### src/rtl/pipe_ma_pkg.sv
// -----------------------------------------------------------------------------
// pipe_ma_pkg
// Shared constants for the memory-access stage and its neighbours:
//   - load/store enable encodings (RW_*)
//   - access length encodings (LEN_*)
//   - ALU opcode width (shared with the execute stage)
//   - memory-access FSM state type
//   - access_fault(): flags illegal encodings and misaligned accesses
// -----------------------------------------------------------------------------
package pipe_ma_pkg;

    localparam int ALUOP_W = 4;

    localparam logic [1:0] RW_NONE  = 2'b00;
    localparam logic [1:0] RW_LOAD  = 2'b01;
    localparam logic [1:0] RW_STORE = 2'b10;
    localparam logic [1:0] RW_ILL   = 2'b11;

    localparam logic [1:0] LEN_B    = 2'b00;
    localparam logic [1:0] LEN_H    = 2'b01;
    localparam logic [1:0] LEN_W    = 2'b10;
    localparam logic [1:0] LEN_ILL  = 2'b11;

    typedef enum logic [0:0] {
        ST_IDLE = 1'b0,
        ST_MEM  = 1'b1
    } ma_state_e;

    // A request is faulty if either encoding is illegal or the address is not
    // naturally aligned for its length. Non-memory instructions never fault.
    function automatic logic access_fault(input logic [1:0] rw_e,
                                          input logic [1:0] rw_len,
                                          input logic [1:0] addr_lo);
        logic fault;
        case (rw_e)
            RW_NONE: fault = 1'b0;
            RW_LOAD, RW_STORE: begin
                case (rw_len)
                    LEN_B:   fault = 1'b0;
                    LEN_H:   fault = addr_lo[0];
                    LEN_W:   fault = (addr_lo != 2'b00);
                    default: fault = 1'b1;
                endcase
            end
            default: fault = 1'b1;
        endcase
        return fault;
    endfunction

endpackage

### src/rtl/pipe_ma_lane.sv
// -----------------------------------------------------------------------------
// ma_lane
// Purely combinational byte-lane helper for the memory-access stage.
//   Store side: replicates store data across all lanes and produces the
//               little-endian byte-enable mask.
//   Load side:  extracts the addressed byte/half/word from the read word and
//               sign- or zero-extends it to REG_SZ.
// Ports:
//   addr_lo_i  [1:0]       byte offset within the word
//   len_i      [1:0]       access length (LEN_B/H/W)
//   uns_i                  1 = zero-extend load
//   st_data_i  [31:0]      store data from EX
//   ld_rdata_i [31:0]      raw memory read word
//   wdata_o    [31:0]      lane-replicated store data
//   wmask_o    [3:0]       byte-lane enables
//   ld_val_o   [REG_SZ-1:0] extended load result
// REG_SZ is expected to be at least 32.
// -----------------------------------------------------------------------------
module ma_lane
    import pipe_ma_pkg::*;
#(
    parameter int REG_SZ = 32
) (
    input  logic [1:0]        addr_lo_i,
    input  logic [1:0]        len_i,
    input  logic              uns_i,
    input  logic [31:0]       st_data_i,
    input  logic [31:0]       ld_rdata_i,
    output logic [31:0]       wdata_o,
    output logic [3:0]        wmask_o,
    output logic [REG_SZ-1:0] ld_val_o
);

    logic [7:0]  byte_s;
    logic [15:0] half_s;

    // Select the addressed byte and half-word out of the read word.
    always_comb begin
        byte_s = 8'h00;
        case (addr_lo_i)
            2'd0:    byte_s = ld_rdata_i[7:0];
            2'd1:    byte_s = ld_rdata_i[15:8];
            2'd2:    byte_s = ld_rdata_i[23:16];
            2'd3:    byte_s = ld_rdata_i[31:24];
            default: byte_s = 8'h00;
        endcase
        if (addr_lo_i[1]) begin
            half_s = ld_rdata_i[31:16];
        end else begin
            half_s = ld_rdata_i[15:0];
        end
    end

    // Store-lane replication/mask and load extension by access length.
    always_comb begin
        wdata_o  = st_data_i;
        wmask_o  = 4'b0000;
        ld_val_o = '0;
        case (len_i)
            LEN_B: begin
                wdata_o = {4{st_data_i[7:0]}};
                wmask_o = 4'b0001 << addr_lo_i;
                if (uns_i) begin
                    ld_val_o = REG_SZ'(byte_s);
                end else begin
                    ld_val_o = REG_SZ'($signed(byte_s));
                end
            end
            LEN_H: begin
                wdata_o = {2{st_data_i[15:0]}};
                if (addr_lo_i[1]) begin
                    wmask_o = 4'b1100;
                end else begin
                    wmask_o = 4'b0011;
                end
                if (uns_i) begin
                    ld_val_o = REG_SZ'(half_s);
                end else begin
                    ld_val_o = REG_SZ'($signed(half_s));
                end
            end
            LEN_W: begin
                wdata_o = st_data_i;
                wmask_o = 4'b1111;
                if (uns_i) begin
                    ld_val_o = REG_SZ'(ld_rdata_i);
                end else begin
                    ld_val_o = REG_SZ'($signed(ld_rdata_i));
                end
            end
            default: begin
                wdata_o  = st_data_i;
                wmask_o  = 4'b0000;
                ld_val_o = '0;
            end
        endcase
    end

endmodule

### src/rtl/pipe_ma.sv
// -----------------------------------------------------------------------------
// pipe_ma
// Memory-access pipeline stage between execute and write-back.
// Accepts one EX result per in_valid/in_ready handshake, performs at most one
// load or store over a single-outstanding req/ack memory port, and holds the
// final write-back value in an output register that is also forwarded to EX.
// Ports:
//   clk, rst                     clock, asynchronous active-high reset
//   in_valid/in_ready            EX handshake
//   pc_in, ans_in, dat_in        PC, ALU result / address, store data
//   rw_e_in, rw_len_in, ld_uns_in  memory operation controls
//   wb_e_in, wb_idx_in           write-back controls
//   mem_req/we/addr/wdata/wmask  memory request (held until mem_ack)
//   mem_rdata, mem_ack           memory response
//   wb_valid/wb_ready            output register handshake
//   wb_e_out, wb_idx_out, wb_val, pc_out  held result
//   MA_fwd_idx, MA_fwd_val, MA_ack  forwarding path to EX
//   err                          one-cycle pulse on misaligned/illegal access
// -----------------------------------------------------------------------------
module pipe_ma
    import pipe_ma_pkg::*;
#(
    parameter int REG_SZ = 32,
    parameter int ADDR_W = 32
) (
    input  logic              clk,
    input  logic              rst,
    input  logic              in_valid,
    output logic              in_ready,
    input  logic [31:0]       pc_in,
    input  logic [REG_SZ-1:0] ans_in,
    input  logic [REG_SZ-1:0] dat_in,
    input  logic [1:0]        rw_e_in,
    input  logic [1:0]        rw_len_in,
    input  logic              ld_uns_in,
    input  logic              wb_e_in,
    input  logic [4:0]        wb_idx_in,
    output logic              mem_req,
    output logic              mem_we,
    output logic [ADDR_W-1:0] mem_addr,
    output logic [31:0]       mem_wdata,
    output logic [3:0]        mem_wmask,
    input  logic [31:0]       mem_rdata,
    input  logic              mem_ack,
    output logic              wb_valid,
    input  logic              wb_ready,
    output logic              wb_e_out,
    output logic [4:0]        wb_idx_out,
    output logic [REG_SZ-1:0] wb_val,
    output logic [31:0]       pc_out,
    output logic [4:0]        MA_fwd_idx,
    output logic [31:0]       MA_fwd_val,
    output logic              MA_ack,
    output logic              err
);

    ma_state_e         state_q, state_d;

    logic              mem_req_q, mem_req_d;
    logic              mem_we_q, mem_we_d;
    logic [ADDR_W-1:0] mem_addr_q, mem_addr_d;
    logic [31:0]       mem_wdata_q, mem_wdata_d;
    logic [3:0]        mem_wmask_q, mem_wmask_d;

    // Instruction fields kept while the memory operation is outstanding.
    logic [REG_SZ-1:0] op_ans_q, op_ans_d;
    logic [1:0]        op_len_q, op_len_d;
    logic              op_uns_q, op_uns_d;
    logic              op_wb_e_q, op_wb_e_d;
    logic [4:0]        op_idx_q, op_idx_d;
    logic [31:0]       op_pc_q, op_pc_d;

    logic              wb_valid_q, wb_valid_d;
    logic              wb_e_q, wb_e_d;
    logic [4:0]        wb_idx_q, wb_idx_d;
    logic [REG_SZ-1:0] wb_val_q, wb_val_d;
    logic [31:0]       pc_q, pc_d;
    logic              ma_ack_q, ma_ack_d;
    logic              err_q, err_d;

    logic              in_ready_s;
    logic              accept_s;
    logic              fault_s;
    logic [1:0]        lane_addr_s;
    logic [1:0]        lane_len_s;
    logic              lane_uns_s;
    logic [31:0]       lane_wdata_s;
    logic [3:0]        lane_wmask_s;
    logic [REG_SZ-1:0] lane_ld_val_s;

    assign in_ready_s = (state_q == ST_IDLE) && (!wb_valid_q || wb_ready);
    assign accept_s   = in_valid && in_ready_s;
    assign fault_s    = access_fault(rw_e_in, rw_len_in, ans_in[1:0]);

    // One lane helper is shared: in IDLE it shapes the incoming store, in MEM
    // it extracts the load from the latched offset/length.
    always_comb begin
        if (state_q == ST_MEM) begin
            lane_addr_s = op_ans_q[1:0];
            lane_len_s  = op_len_q;
            lane_uns_s  = op_uns_q;
        end else begin
            lane_addr_s = ans_in[1:0];
            lane_len_s  = rw_len_in;
            lane_uns_s  = ld_uns_in;
        end
    end

    ma_lane #(
        .REG_SZ (REG_SZ)
    ) u_lane (
        .addr_lo_i  (lane_addr_s),
        .len_i      (lane_len_s),
        .uns_i      (lane_uns_s),
        .st_data_i  (dat_in[31:0]),
        .ld_rdata_i (mem_rdata),
        .wdata_o    (lane_wdata_s),
        .wmask_o    (lane_wmask_s),
        .ld_val_o   (lane_ld_val_s)
    );

    // Next-state logic for the FSM, memory request and output register.
    always_comb begin
        state_d     = state_q;
        mem_req_d   = mem_req_q;
        mem_we_d    = mem_we_q;
        mem_addr_d  = mem_addr_q;
        mem_wdata_d = mem_wdata_q;
        mem_wmask_d = mem_wmask_q;
        op_ans_d    = op_ans_q;
        op_len_d    = op_len_q;
        op_uns_d    = op_uns_q;
        op_wb_e_d   = op_wb_e_q;
        op_idx_d    = op_idx_q;
        op_pc_d     = op_pc_q;
        wb_valid_d  = wb_valid_q;
        wb_e_d      = wb_e_q;
        wb_idx_d    = wb_idx_q;
        wb_val_d    = wb_val_q;
        pc_d        = pc_q;
        ma_ack_d    = 1'b0;
        err_d       = 1'b0;

        // Consumed results drop unless overwritten below on the same edge.
        if (wb_ready) begin
            wb_valid_d = 1'b0;
        end else begin
            wb_valid_d = wb_valid_q;
        end

        case (state_q)
            ST_IDLE: begin
                if (accept_s) begin
                    if (rw_e_in == RW_NONE) begin
                        wb_valid_d = 1'b1;
                        wb_val_d   = ans_in;
                        wb_e_d     = wb_e_in;
                        wb_idx_d   = wb_idx_in;
                        pc_d       = pc_in;
                        ma_ack_d   = wb_e_in && (wb_idx_in != 5'd0);
                    end else if (fault_s) begin
                        // Faulty access retires without touching memory and
                        // never writes the register file.
                        wb_valid_d = 1'b1;
                        wb_val_d   = ans_in;
                        wb_e_d     = 1'b0;
                        wb_idx_d   = wb_idx_in;
                        pc_d       = pc_in;
                        err_d      = 1'b1;
                    end else begin
                        state_d     = ST_MEM;
                        mem_req_d   = 1'b1;
                        mem_we_d    = (rw_e_in == RW_STORE);
                        mem_addr_d  = {ans_in[ADDR_W-1:2], 2'b00};
                        mem_wdata_d = lane_wdata_s;
                        mem_wmask_d = lane_wmask_s;
                        op_ans_d    = ans_in;
                        op_len_d    = rw_len_in;
                        op_uns_d    = ld_uns_in;
                        op_wb_e_d   = wb_e_in;
                        op_idx_d    = wb_idx_in;
                        op_pc_d     = pc_in;
                    end
                end else begin
                    state_d = ST_IDLE;
                end
            end
            ST_MEM: begin
                if (mem_ack) begin
                    state_d    = ST_IDLE;
                    mem_req_d  = 1'b0;
                    mem_we_d   = 1'b0;
                    wb_valid_d = 1'b1;
                    wb_idx_d   = op_idx_q;
                    pc_d       = op_pc_q;
                    if (mem_we_q) begin
                        wb_val_d = op_ans_q;
                        wb_e_d   = 1'b0;
                    end else begin
                        wb_val_d = lane_ld_val_s;
                        wb_e_d   = op_wb_e_q;
                        ma_ack_d = op_wb_e_q && (op_idx_q != 5'd0);
                    end
                end else begin
                    state_d = ST_MEM;
                end
            end
            default: begin
                state_d   = ST_IDLE;
                mem_req_d = 1'b0;
                mem_we_d  = 1'b0;
            end
        endcase
    end

    // State and output registers with asynchronous reset.
    always_ff @(posedge clk or posedge rst) begin
        if (rst) begin
            state_q     <= ST_IDLE;
            mem_req_q   <= 1'b0;
            mem_we_q    <= 1'b0;
            mem_addr_q  <= '0;
            mem_wdata_q <= 32'h0000_0000;
            mem_wmask_q <= 4'b0000;
            op_ans_q    <= '0;
            op_len_q    <= 2'b00;
            op_uns_q    <= 1'b0;
            op_wb_e_q   <= 1'b0;
            op_idx_q    <= 5'd0;
            op_pc_q     <= 32'h0000_0000;
            wb_valid_q  <= 1'b0;
            wb_e_q      <= 1'b0;
            wb_idx_q    <= 5'd0;
            wb_val_q    <= '0;
            pc_q        <= 32'h0000_0000;
            ma_ack_q    <= 1'b0;
            err_q       <= 1'b0;
        end else begin
            state_q     <= state_d;
            mem_req_q   <= mem_req_d;
            mem_we_q    <= mem_we_d;
            mem_addr_q  <= mem_addr_d;
            mem_wdata_q <= mem_wdata_d;
            mem_wmask_q <= mem_wmask_d;
            op_ans_q    <= op_ans_d;
            op_len_q    <= op_len_d;
            op_uns_q    <= op_uns_d;
            op_wb_e_q   <= op_wb_e_d;
            op_idx_q    <= op_idx_d;
            op_pc_q     <= op_pc_d;
            wb_valid_q  <= wb_valid_d;
            wb_e_q      <= wb_e_d;
            wb_idx_q    <= wb_idx_d;
            wb_val_q    <= wb_val_d;
            pc_q        <= pc_d;
            ma_ack_q    <= ma_ack_d;
            err_q       <= err_d;
        end
    end

    assign in_ready   = in_ready_s;
    assign mem_req    = mem_req_q;
    assign mem_we     = mem_we_q;
    assign mem_addr   = mem_addr_q;
    assign mem_wdata  = mem_wdata_q;
    assign mem_wmask  = mem_wmask_q;
    assign wb_valid   = wb_valid_q;
    assign wb_e_out   = wb_e_q;
    assign wb_idx_out = wb_idx_q;
    assign wb_val     = wb_val_q;
    assign pc_out     = pc_q;
    // x0 never forwards because its index is already zero.
    assign MA_fwd_idx = (wb_valid_q && wb_e_q) ? wb_idx_q : 5'd0;
    assign MA_fwd_val = wb_val_q[31:0];
    assign MA_ack     = ma_ack_q;
    assign err        = err_q;

endmodule
### config.mk
export PLATFORM = sky130hd
export DESIGN_NAME = pipe_ma
export DESIGN_NICKNAME = d
export VERILOG_FILES = /design/src/rtl/pipe_ma_pkg.sv /design/src/rtl/pipe_ma_lane.sv /design/src/rtl/pipe_ma.sv
export SDC_FILE = /design/constraint.sdc
export NUM_CORES = 1
export LEC_CHECK = 0
export CAP_MARGIN = 20
export CELL_PAD_IN_SITES_DETAIL_PLACEMENT = 0
export CELL_PAD_IN_SITES_GLOBAL_PLACEMENT = 2
export CORE_ASPECT_RATIO = 2
export CORE_MARGIN = 4
export CORE_UTILIZATION = 28
export DETAILED_ROUTE_END_ITERATION = 16
export PLACE_DENSITY_LB_ADDON = 0.1
export SKIP_LAST_GASP = 1
export SLEW_MARGIN = 0
export SYNTH_ARGS = -nofsm -noshare
export SYNTH_HDL_FRONTEND = slang
export SYNTH_SLANG_ARGS = --single-unit
### constraint.sdc
create_clock -name clk -period 8.3 [get_ports clk]
set_clock_uncertainty 0.1 [all_clocks]
set_input_delay 1.66 -clock clk [delete_from_list [all_inputs] [get_ports clk]]
set_output_delay 1.66 -clock clk [all_outputs]
set_load 0.05 [all_outputs]
==> results of run 1 <==
-- critical path: cells and delay by family --
family,cells,cell delay (ns)
buffers and inverters,2,1.28
AND/OR/NAND/NOR,2,0.29
-- layer usage --
layer,vias up,GRT usage (%)
met1,3806,18.7
li1,3638,-
met2,223,35.7
met3,31,4.62
met5,-,0
met4,0,5.28
-- area by class of cell --
| class | instances | area (um2) | share of cell area (%) |
|---|---|---|---|
| well taps | 441 | 552 | 4.11 |
| inverters | 7 | 35.0 | 0.261 |
| multi-input cells | 590 | 4290 | 32.0 |
| clock buffers | 17 | 425 | 3.17 |
| flip-flops and latches | 185 | 4630 | 34.5 |
| clock inverters | 15 | 175 | 1.30 |
| repair buffers | 333 | 3310 | 24.6 |
| diodes | 1 | 2.50 | 0.0186 |
-- power breakdown --
part / internal [mW] / leakage [nW] / switching, mW
logic: 0.887 / 3.05 / 1.66
registers: 1.24 / 2.17 / 0.246
clock network: 0.457 / 0.297 / 0.410
total: 2.58 / 5.52 / 2.31
-- worst min path at each step --
stage	from	endpoint	depth (start not counted)
global route	mem_wdata[29]$_DFFE_PP0P_	mem_wdata[29]$_DFFE_PP0P_	1
floorplan	op_pc_q[0]$_DFFE_PP0P_	op_pc_q[0]$_DFFE_PP0P_	1
finish	mem_wdata[24]$_DFFE_PP0P_	mem_wdata[24]$_DFFE_PP0P_	1
global placement	mem_wdata[24]$_DFFE_PP0P_	mem_wdata[24]$_DFFE_PP0P_	1
CTS	mem_wdata[28]$_DFFE_PP0P_	mem_wdata[28]$_DFFE_PP0P_	1
detailed placement	mem_wdata[26]$_DFFE_PP0P_	mem_wdata[26]$_DFFE_PP0P_	1
-- registers in the layout (all words and copies together) (netlist names) --
| register | cells |
|---|---|
| pc_out | 32 |
| mem_req | 1 |
| mem_wmask | 4 |
| op_wb_e_q | 1 |
| op_idx_q | 5 |
| mem_addr | 1 |
| wb_idx_out | 5 |
| MA_fwd_val | 32 |
| mem_we | 1 |
| err | 1 |
| wb_valid | 1 |
| op_ans_q | 31 |
| state_q | 1 |
| op_pc_q | 32 |
| op_len_q | 2 |
| MA_ack | 1 |
| mem_wdata | 32 |
| op_uns_q | 1 |
| wb_e_out | 1 |
-- cells in the final DEF, fill, tap and decap left out, types with 3 or more instances in the layout --
cell             instances
clkinv_2                 3
clkdlybuf4s50_1        322
mux2_1                   3
o21ai_0                 21
a221oi_2                10
nor3b_1                  3
nor2b_1                  4
inv_8                    5
clkbuf_16               17
inv_6                    5
a21o_1                   8
inv_1                    5
mux2i_4                  3
and3_1                  37
buf_4                   11
nor2_1                 117
mux2i_1                 64
a221oi_1                 7
a222oi_1                15
o31ai_1                  3
dfrtp_1                184
a211oi_1                 9
o32ai_2                 11
a21oi_1                 40
mux2_2                  86
o32ai_1                 19
nand2b_1                 3
nand3_1                  5
nand2_1                 87
-- logic make-up after synthesis --
logic type,after synthesis,synth area share (%)
AOI/OAI and AO/OA,158,13.4
adders and majority gates,2,0.257
buffers and inverters,134,8.50
DFF,185,47.6
muxes,158,17.7
other,1,0.0386
and+or+nand+nor,270,12.4
==> results.toml, run 1 <==
[critical_path]
r2r-start = "state_q$_DFF_PP0_"
crit_required_ns = 6.54
worstPathCellList = "clkdlybuf4s50_1, nand2b_1, and2_1, clkdlybuf4s50_1"
worstRegToRegCells = 5
rr_endpoint = "MA_fwd_val[26]$_DFFE_PP0P_"
crit_top_cell = "clkdlybuf4s50_1"
end_kind = "output port"
cp_max_fo = 3
reg2reg_setup_slack_ns = 4.20
cp-start-kind = "input pin"
crit_start = "wb_ready"
cpPeakStageDelay_ns = 0.83
endpoint = "in_ready"
cp_slowest_cell = "clkdlybuf4s50_1"
cp.arrival_ns = 3.23
crit_type = "in -> out"

[power]
max-vdd-ir-drop_uv = 156
total_power_mw = 4.89
leakage_nw = 5.52
pwr_density_cell_nw_per_um2 = 364

[grt]
antenna_found_initial = 1
grt_max_degree = 123
grt_pass1_vias = 8110
grt_pass1_wl_um = 52400
grtUsageTotal_pct = 18.2
overflow = 0

[final_layout]
design_area_um2 = 13400
final_util_pct = 39.1
syn2layout_area_growth_pct = 38.0
final_layout_size_suffix_gt1_share_pct = 14.7
final_net_count = 1280
fillers = 3508
final_cells = 1589

[die]
die_w_um = 140
die_y_um = 272
start_util_pct = 28.3
ioPinCount = 325
core_um2 = 34400
dieArea_um2 = 38000
fp-row-count = 96

[synthesis]
yosysUniqueCellTypes = 55
ys_ff_latch = 185
yosysMostFrequentCell = "dfrtp_1"
synth-seq-area-share_pct = 47.6
synth_top_area_cell = "dfrtp_1"
synth_edf_count = 0
netlist_area_um2 = 9720
synthCells = 908
synth_top_area_share_pct = 47.6
avgSynthCellArea_um2 = 10.7
synthFlopType = "dfrtp_1"
yosys_warnings = 0
synth_top_cells_by_count = "dfrtp_1, nor2_1, nand2_1, mux2_2, mux2i_1"
async_reset_ff_share_pct = 100
synth_area_leaders = "dfrtp_1, mux2_2, mux2i_1"

[timing]
final_max_slew_viol_count = 0
setup_tns_ns = 0
fin_crit_sh_pct = 60.1
timing.final.ws_setup_ns = 3.31
maxClockFrequency_mhz = 200
fin_crit_ns = 4.99
relSlewSlack_pct = 36.3
rsz0062_at_grt = "no"
hold_viol = 0
worstMarginPinSlew_ns = 0.935
hold_ws_ns = 0.379
finalSetupViolCount = 0

[cts]
post_cts_resized = 0
clockBufferDepth = 2
cts_setup_buffers = 0
cts_made_buffers = 17
holdBufCountCts = 0
clk_latency_ns = 0.45
path_clk_slew_ns = 0.07
cts_tree = "yes"
h-tree-depth = 4
cts-root-buf = "clkbuf_16"
cts_sinks = 185

[hold_path]
hp-class = "reg -> reg"

[placed_design]
place_ws_ns = 3.30
gp_congestion = 0.755
dpl.hpwl_um = 25600
io_buffer_count = 322
dpl.cell_count = 1556
dpl_cell_area_um2 = 12800

[drt]
wl_met1_um = 12300
dr_wl_met3_um = 1790
dr_wl_met2_um = 20200
antenna_left = 0
wl_per_cell_um = 22.1
top_layer = "met4"
drt-initial-drc-count = 290
drc = 0
wirelength_um = 35100
dr.pass1.iters = 6
vias_per_cell = 4.84
vias = 7698

[flow_run]
maxCapViolCount = 0

[run_status]
status = "finished, final reports clean"
Power figures use the tool's default switching activity.
==> run 2: changes to the inputs <==
Settings changed: CORE_UTILIZATION 28 to 26.
Clock period 8.3 ns to 4.1 ns, I/O delays scaled along.
==> run 2 against run 1 <==
- die area is 7.4% higher
- utilization is 2.3 points lower
- global-route usage down 0.42 points
- non-clock buffer count up 13
- first-iteration DRC count shrank 11%
- via count is 1.3% higher
- final cell count grew 2.0%
- sequential power increased by 100%
==> results.toml, run 2 (same netlist as run 1, synthesis figures left out) <==
[run_status]
status = "finished, final reports clean"

[final_layout]
final_net_count = 1293
final_util_pct = 36.8
design_area_um2 = 13600
final_layout_size_suffix_gt1_share_pct = 15.8
layout_common_cells = "clkdlybuf4s50_1, dfrtp_1, nor2_1"
final_common_cell = "clkdlybuf4s50_1"
syn2layout_area_growth_pct = 40.0

[timing]
rsz0062_at_grt = "no"
hold_viol = 0
timing.final.ws_setup_ns = 0.742
finalSetupViolCount = 0
fin_crit_ns = 3.36
worstMarginPinSlew_ns = 0.774
relSlewSlack_pct = 48.4
maxClockFrequency_mhz = 298
setup_tns_ns = 0
final_max_slew_viol_count = 0
fin_crit_sh_pct = 81.9

[power]
max-vdd-ir-drop_uv = 302
clock_power_share_pct = 17.2
pwr_density_cell_nw_per_um2 = 728
switching_share_pct = 48.0
p_sw_mw = 4.76
leakage_nw = 5.60
power.share.combinational_pct = 52.3
sequentialPowerShare_pct = 30.5
power.internal_mw = 5.15

[critical_path]
crit_type = "reg -> out"
cp_max_fo = 52
cp.arrival_ns = 2.44
end_kind = "output port"
cp-start-kind = "register"
crit_required_ns = 3.18

[die]
core_um2 = 37000
dieArea_um2 = 40700
fp-row-count = 100
die_w_um = 145
start_util_pct = 26.3
die_y_um = 282
ioPinCount = 325

[hold_path]
hp-class = "reg -> reg"

[drt]
vias = 7798
vias_per_cell = 4.81
dr.pass1.iters = 5
wl_per_cell_um = 22.5
wirelength_um = 36500
drt-initial-drc-count = 257
antenna_left = 0
drc = 0

[cts]
cts_sinks = 185
clk_latency_ns = 0.45
post_cts_resized = 0
clockBufferDepth = 2
cts_tree = "yes"
cts-root-buf = "clkbuf_16"
h-tree-depth = 4
cts_setup_buffers = 0
holdBufCountCts = 0
path_clk_slew_ns = 0.07
cts_made_buffers = 17

[grt]
grt_max_degree = 141
overflow = 0
grt_pass1_vias = 8149
antenna_found_initial = 5
grt_pass1_wl_um = 53500
grtUsageTotal_pct = 17.8

[placed_design]
place_ws_ns = 0.611
io_buffer_count = 322
dpl.hpwl_um = 27200
dpl_cell_area_um2 = 13000
gp_congestion = 0.820

[flow_run]
maxCapViolCount = 0
[run 2: changes by cell type in the layout (fill, tap and decap cells not counted), sizes merged]
cell / change
inv: -6
diode: +1
bufinv: -2
buf: +14
clkdlybuf4s50: -1
clkinv: +8
[run 2: final timing paths]
kind                                            from                         to  slack [ns]  cells past startpoint
max reg2reg                        state_q$_DFF_PP0_  MA_fwd_val[4]$_DFFE_PP0P_        0.95                      7
min in group asynchronous                        rst   mem_wdata[4]$_DFFE_PP0P_        0.60                      2
max                                state_q$_DFF_PP0_                   in_ready        0.74                      4
min                        mem_wdata[27]$_DFFE_PP0P_  mem_wdata[27]$_DFFE_PP0P_        0.38                      1
min reg2reg                mem_wdata[27]$_DFFE_PP0P_  mem_wdata[27]$_DFFE_PP0P_        0.38                      1
max in group asynchronous                        rst    op_ans_q[8]$_DFFE_PP0P_        2.30                      3
[run 2: final cells by class]
| cell class | instances | area [um2] |
|---|---|---|
| Sequential cell | 185 | 4630 |
| Fill cell | 3791 | 23400 |
| Antenna cell | 2 | 5.00 |
| Clock inverter | 15 | 180 |
| Timing Repair Buffer | 346 | 3460 |
| Multi-Input combinational cell | 590 | 4300 |
| Inverter | 7 | 31.3 |
| Tap cell | 459 | 574 |
| Clock buffer | 17 | 425 |
[run 2: layer usage]
| metal | share of wire (%) | routed length [um] | global-route usage [%] | vias to the layer above |
|---|---|---|---|---|
| li1 | - | - | - | 3656 |
| met1 | 34 | 12500 | 18.4 | 3815 |
| met2 | 57 | 20800 | 34.0 | 269 |
| met3 | 5.8 | 2120 | 4.04 | 50 |
| met4 | 2.7 | 979 | 6.63 | 8 |
| met5 | 0.15 | 56 | 0 | - |
[run 2: power groups by stage]
stage | Combinational [mW] | Clock, mW | Sequential [mW]
6_report | 5.18 | 1.70 | 3.02
5_1_grt | 5.45 | 1.84 | 3.13
4_1_cts | 5.27 | 1.78 | 3.05
3_5_place_dp | 5.26 | 0 | 3.07
3_3_place_gp | 5.24 | 0 | 3.06
2_1_floorplan | 2.37 | 0 | 4.27
[run 2: critical path, cell delays in order, from the launching register on]
cell and delay [ns]:
dfrtp_4 0.93, buf_4 0.51, clkinv_2 0.12, and2_1 0.18
buf_4 0.20
[run 2: per-stage QoR]
step	std cells	hold WS (ns)	power [mW]
finish	1621	0.380	9.90
global placement	1587	0.359	8.30
global route	1620	0.401	10.4
detailed placement	1587	0.365	8.33
floorplan	909	0.379	6.64
CTS	1619	0.383	10.1
==> run 3: changes to the inputs <==
Clock period 4.1 ns to 2.7 ns, I/O delays scaled along.
==> run 3 against run 2 <==
- clock power increased by 58%
- wire length is 0.48% higher
- die area is the same
- worst hold slack got worse by 0.032 ns
- via count grew 2.1%
- non-clock buffer count rose by 68
- power grew 55%
- combinational power grew 57%
- register-to-register slack lost 0.84 ns
- highest routed layer unchanged
- utilization up 1.9 points
==> results.toml, run 3 (same netlist as run 1, synthesis figures left out) <==
[run_status]
status = "finished, final reports clean"

[placed_design]
place_ws_ns = -0.388
dpl.hpwl_um = 27900
io_buffer_count = 322
dpl_cell_area_um2 = 13700
gp_congestion = 0.778

[critical_path]
cp_slowest_cell = "clkdlybuf4s50_1"
worstRegToRegCells = 8
cpPeakStageDelay_ns = 0.89
cp.arrival_ns = 1.96
rr_endpoint = "MA_fwd_val[4]$_DFFE_PP0P_"
path_delay_family = "buffers and inverters"
path_buf_inv = 1
crit_type = "reg -> out"
reg2reg_setup_slack_ns = 0.11
cp_max_fo = 7
cp-start-kind = "register"
worstPathCellList = "clkdlybuf4s50_1"
crit_required_ns = 2.06
r2r-start = "state_q$_DFF_PP0_"
end_kind = "output port"

[hold_path]
hp-class = "in -> async"

[die]
die_w_um = 145
core_um2 = 37000
ioPinCount = 325
start_util_pct = 26.3
dieArea_um2 = 40700
die_y_um = 282
fp-row-count = 100

[timing]
hold_viol = 0
maxClockFrequency_mhz = 385
fin_crit_sh_pct = 96.3
timing.final.ws_setup_ns = 0.100
relSlewSlack_pct = 48.1
hold_ws_ns = 0.348
fin_crit_ns = 2.60
final_max_slew_viol_count = 0
worstMarginPinSlew_ns = 0.778
finalSetupViolCount = 0
rsz0062_at_grt = "no"

[cts]
cts_made_buffers = 17
cts-root-buf = "clkbuf_16"
clk_latency_ns = 0.45
cts_tree = "yes"
path_clk_slew_ns = 0.08
clockBufferDepth = 2
h-tree-depth = 4
cts_sinks = 185

[drt]
wl_per_cell_um = 21.7
wirelength_um = 36600
antenna_left = 0
vias_per_cell = 4.71
drt-initial-drc-count = 300
vias = 7960
drc = 0
dr.pass1.iters = 6

[power]
max-vdd-ir-drop_uv = 467
leakage_nw = 6.00
pwr_density_cell_nw_per_um2 = 1070

[grt]
top_usage_layer = "met2"
met3_usage_pct = 4.38
gr-usage-met2_pct = 33.3
gr-usage-met1_pct = 18.7
overflow = 0
grt_pass1_wl_um = 53500
antenna_found_initial = 3
grt_max_degree = 69
grtUsageTotal_pct = 17.8
grt_pass1_vias = 8387

[final_layout]
final_net_count = 1361
design_area_um2 = 14300
ff_latch_area_um2 = 4630
final_common_cell = "clkdlybuf4s50_1"
final_layout_size_suffix_gt1_share_pct = 20.4
syn2layout_area_growth_pct = 47.3
multiInputGateArea_um2 = 4300
fillers = 3732
layout_common_cells = "clkdlybuf4s50_1, dfrtp_1, nor2_1"

[flow_run]
maxCapViolCount = 0
## run 3: cell count changes in the layout (fill, tap and decap cells not counted)
cell	previous run	this run
clkinv_2	2	1
clkinvlp_4	1	2
buf_4	20	74
inv_6	1	2
inv_12	0	3
buf_12	5	19
clkinv_4	4	0
## run 3: how the worst max path moves through the flow
stage                            start                   endpoint  slack (ns)  cells after the start
floorplan                          rst           MA_ack$_DFF_PP0_       -0.32                      1
global placement          rw_len_in[0]  MA_fwd_val[3]$_DFFE_PP0P_       -0.43                      8
detailed placement        rw_len_in[0]  MA_fwd_val[3]$_DFFE_PP0P_       -0.39                      8
CTS                 mem_we$_DFFE_PP0P_                     mem_we        0.02                      1
global route        mem_we$_DFFE_PP0P_                     mem_we        0.02                      1
finish              mem_we$_DFFE_PP0P_                     mem_we        0.10                      1
## run 3: final cells by class
type                            instances  area share, %
Antenna cell                            2         0.0349
Clock buffer                           17           2.97
Clock inverter                         15           1.43
Inverter                                7          0.218
Multi-Input combinational cell        590           30.0
Sequential cell                       185           32.3
Tap cell                              459           4.01
Timing Repair Buffer                  414           29.0
## run 3: routing by layer
metal / routed length, um / share of wire (%)
met2: 20300 / 55
met3: 1930 / 5.3
met5: 39 / 0.11
met4: 1250 / 3.4
met1: 13100 / 36
## run 3: timing repair
item,in CTS,in global routing
hold buffers,0,0
endpoints found under the setup margin,2,0
setup buffers,2,0
resized for setup,0,0
## run 3: through the flow
| step | TNS (ns) | total power [mW] | instances | utilization (%) |
|---|---|---|---|---|
| floorplan | -58.93 | 10.1 | 909 | - |
| global placement | -16.80 | 12.8 | 1653 | 36.9 |
| detailed placement | -17.05 | 12.9 | 1653 | 36.9 |
| CTS | 0 | 15.7 | 1687 | 38.7 |
| global route | 0 | 16.2 | 1688 | 38.7 |
| finish | 0 | 15.4 | 1689 | 38.7 |
## run 3: report_power, final
| part | internal [mW] | leakage, nW | switching (mW) |
|---|---|---|---|
| Combinational | 2.97 | 3.52 | 5.18 |
| Sequential | 3.80 | 2.17 | 0.741 |
| Clock | 1.29 | 0.300 | 1.40 |
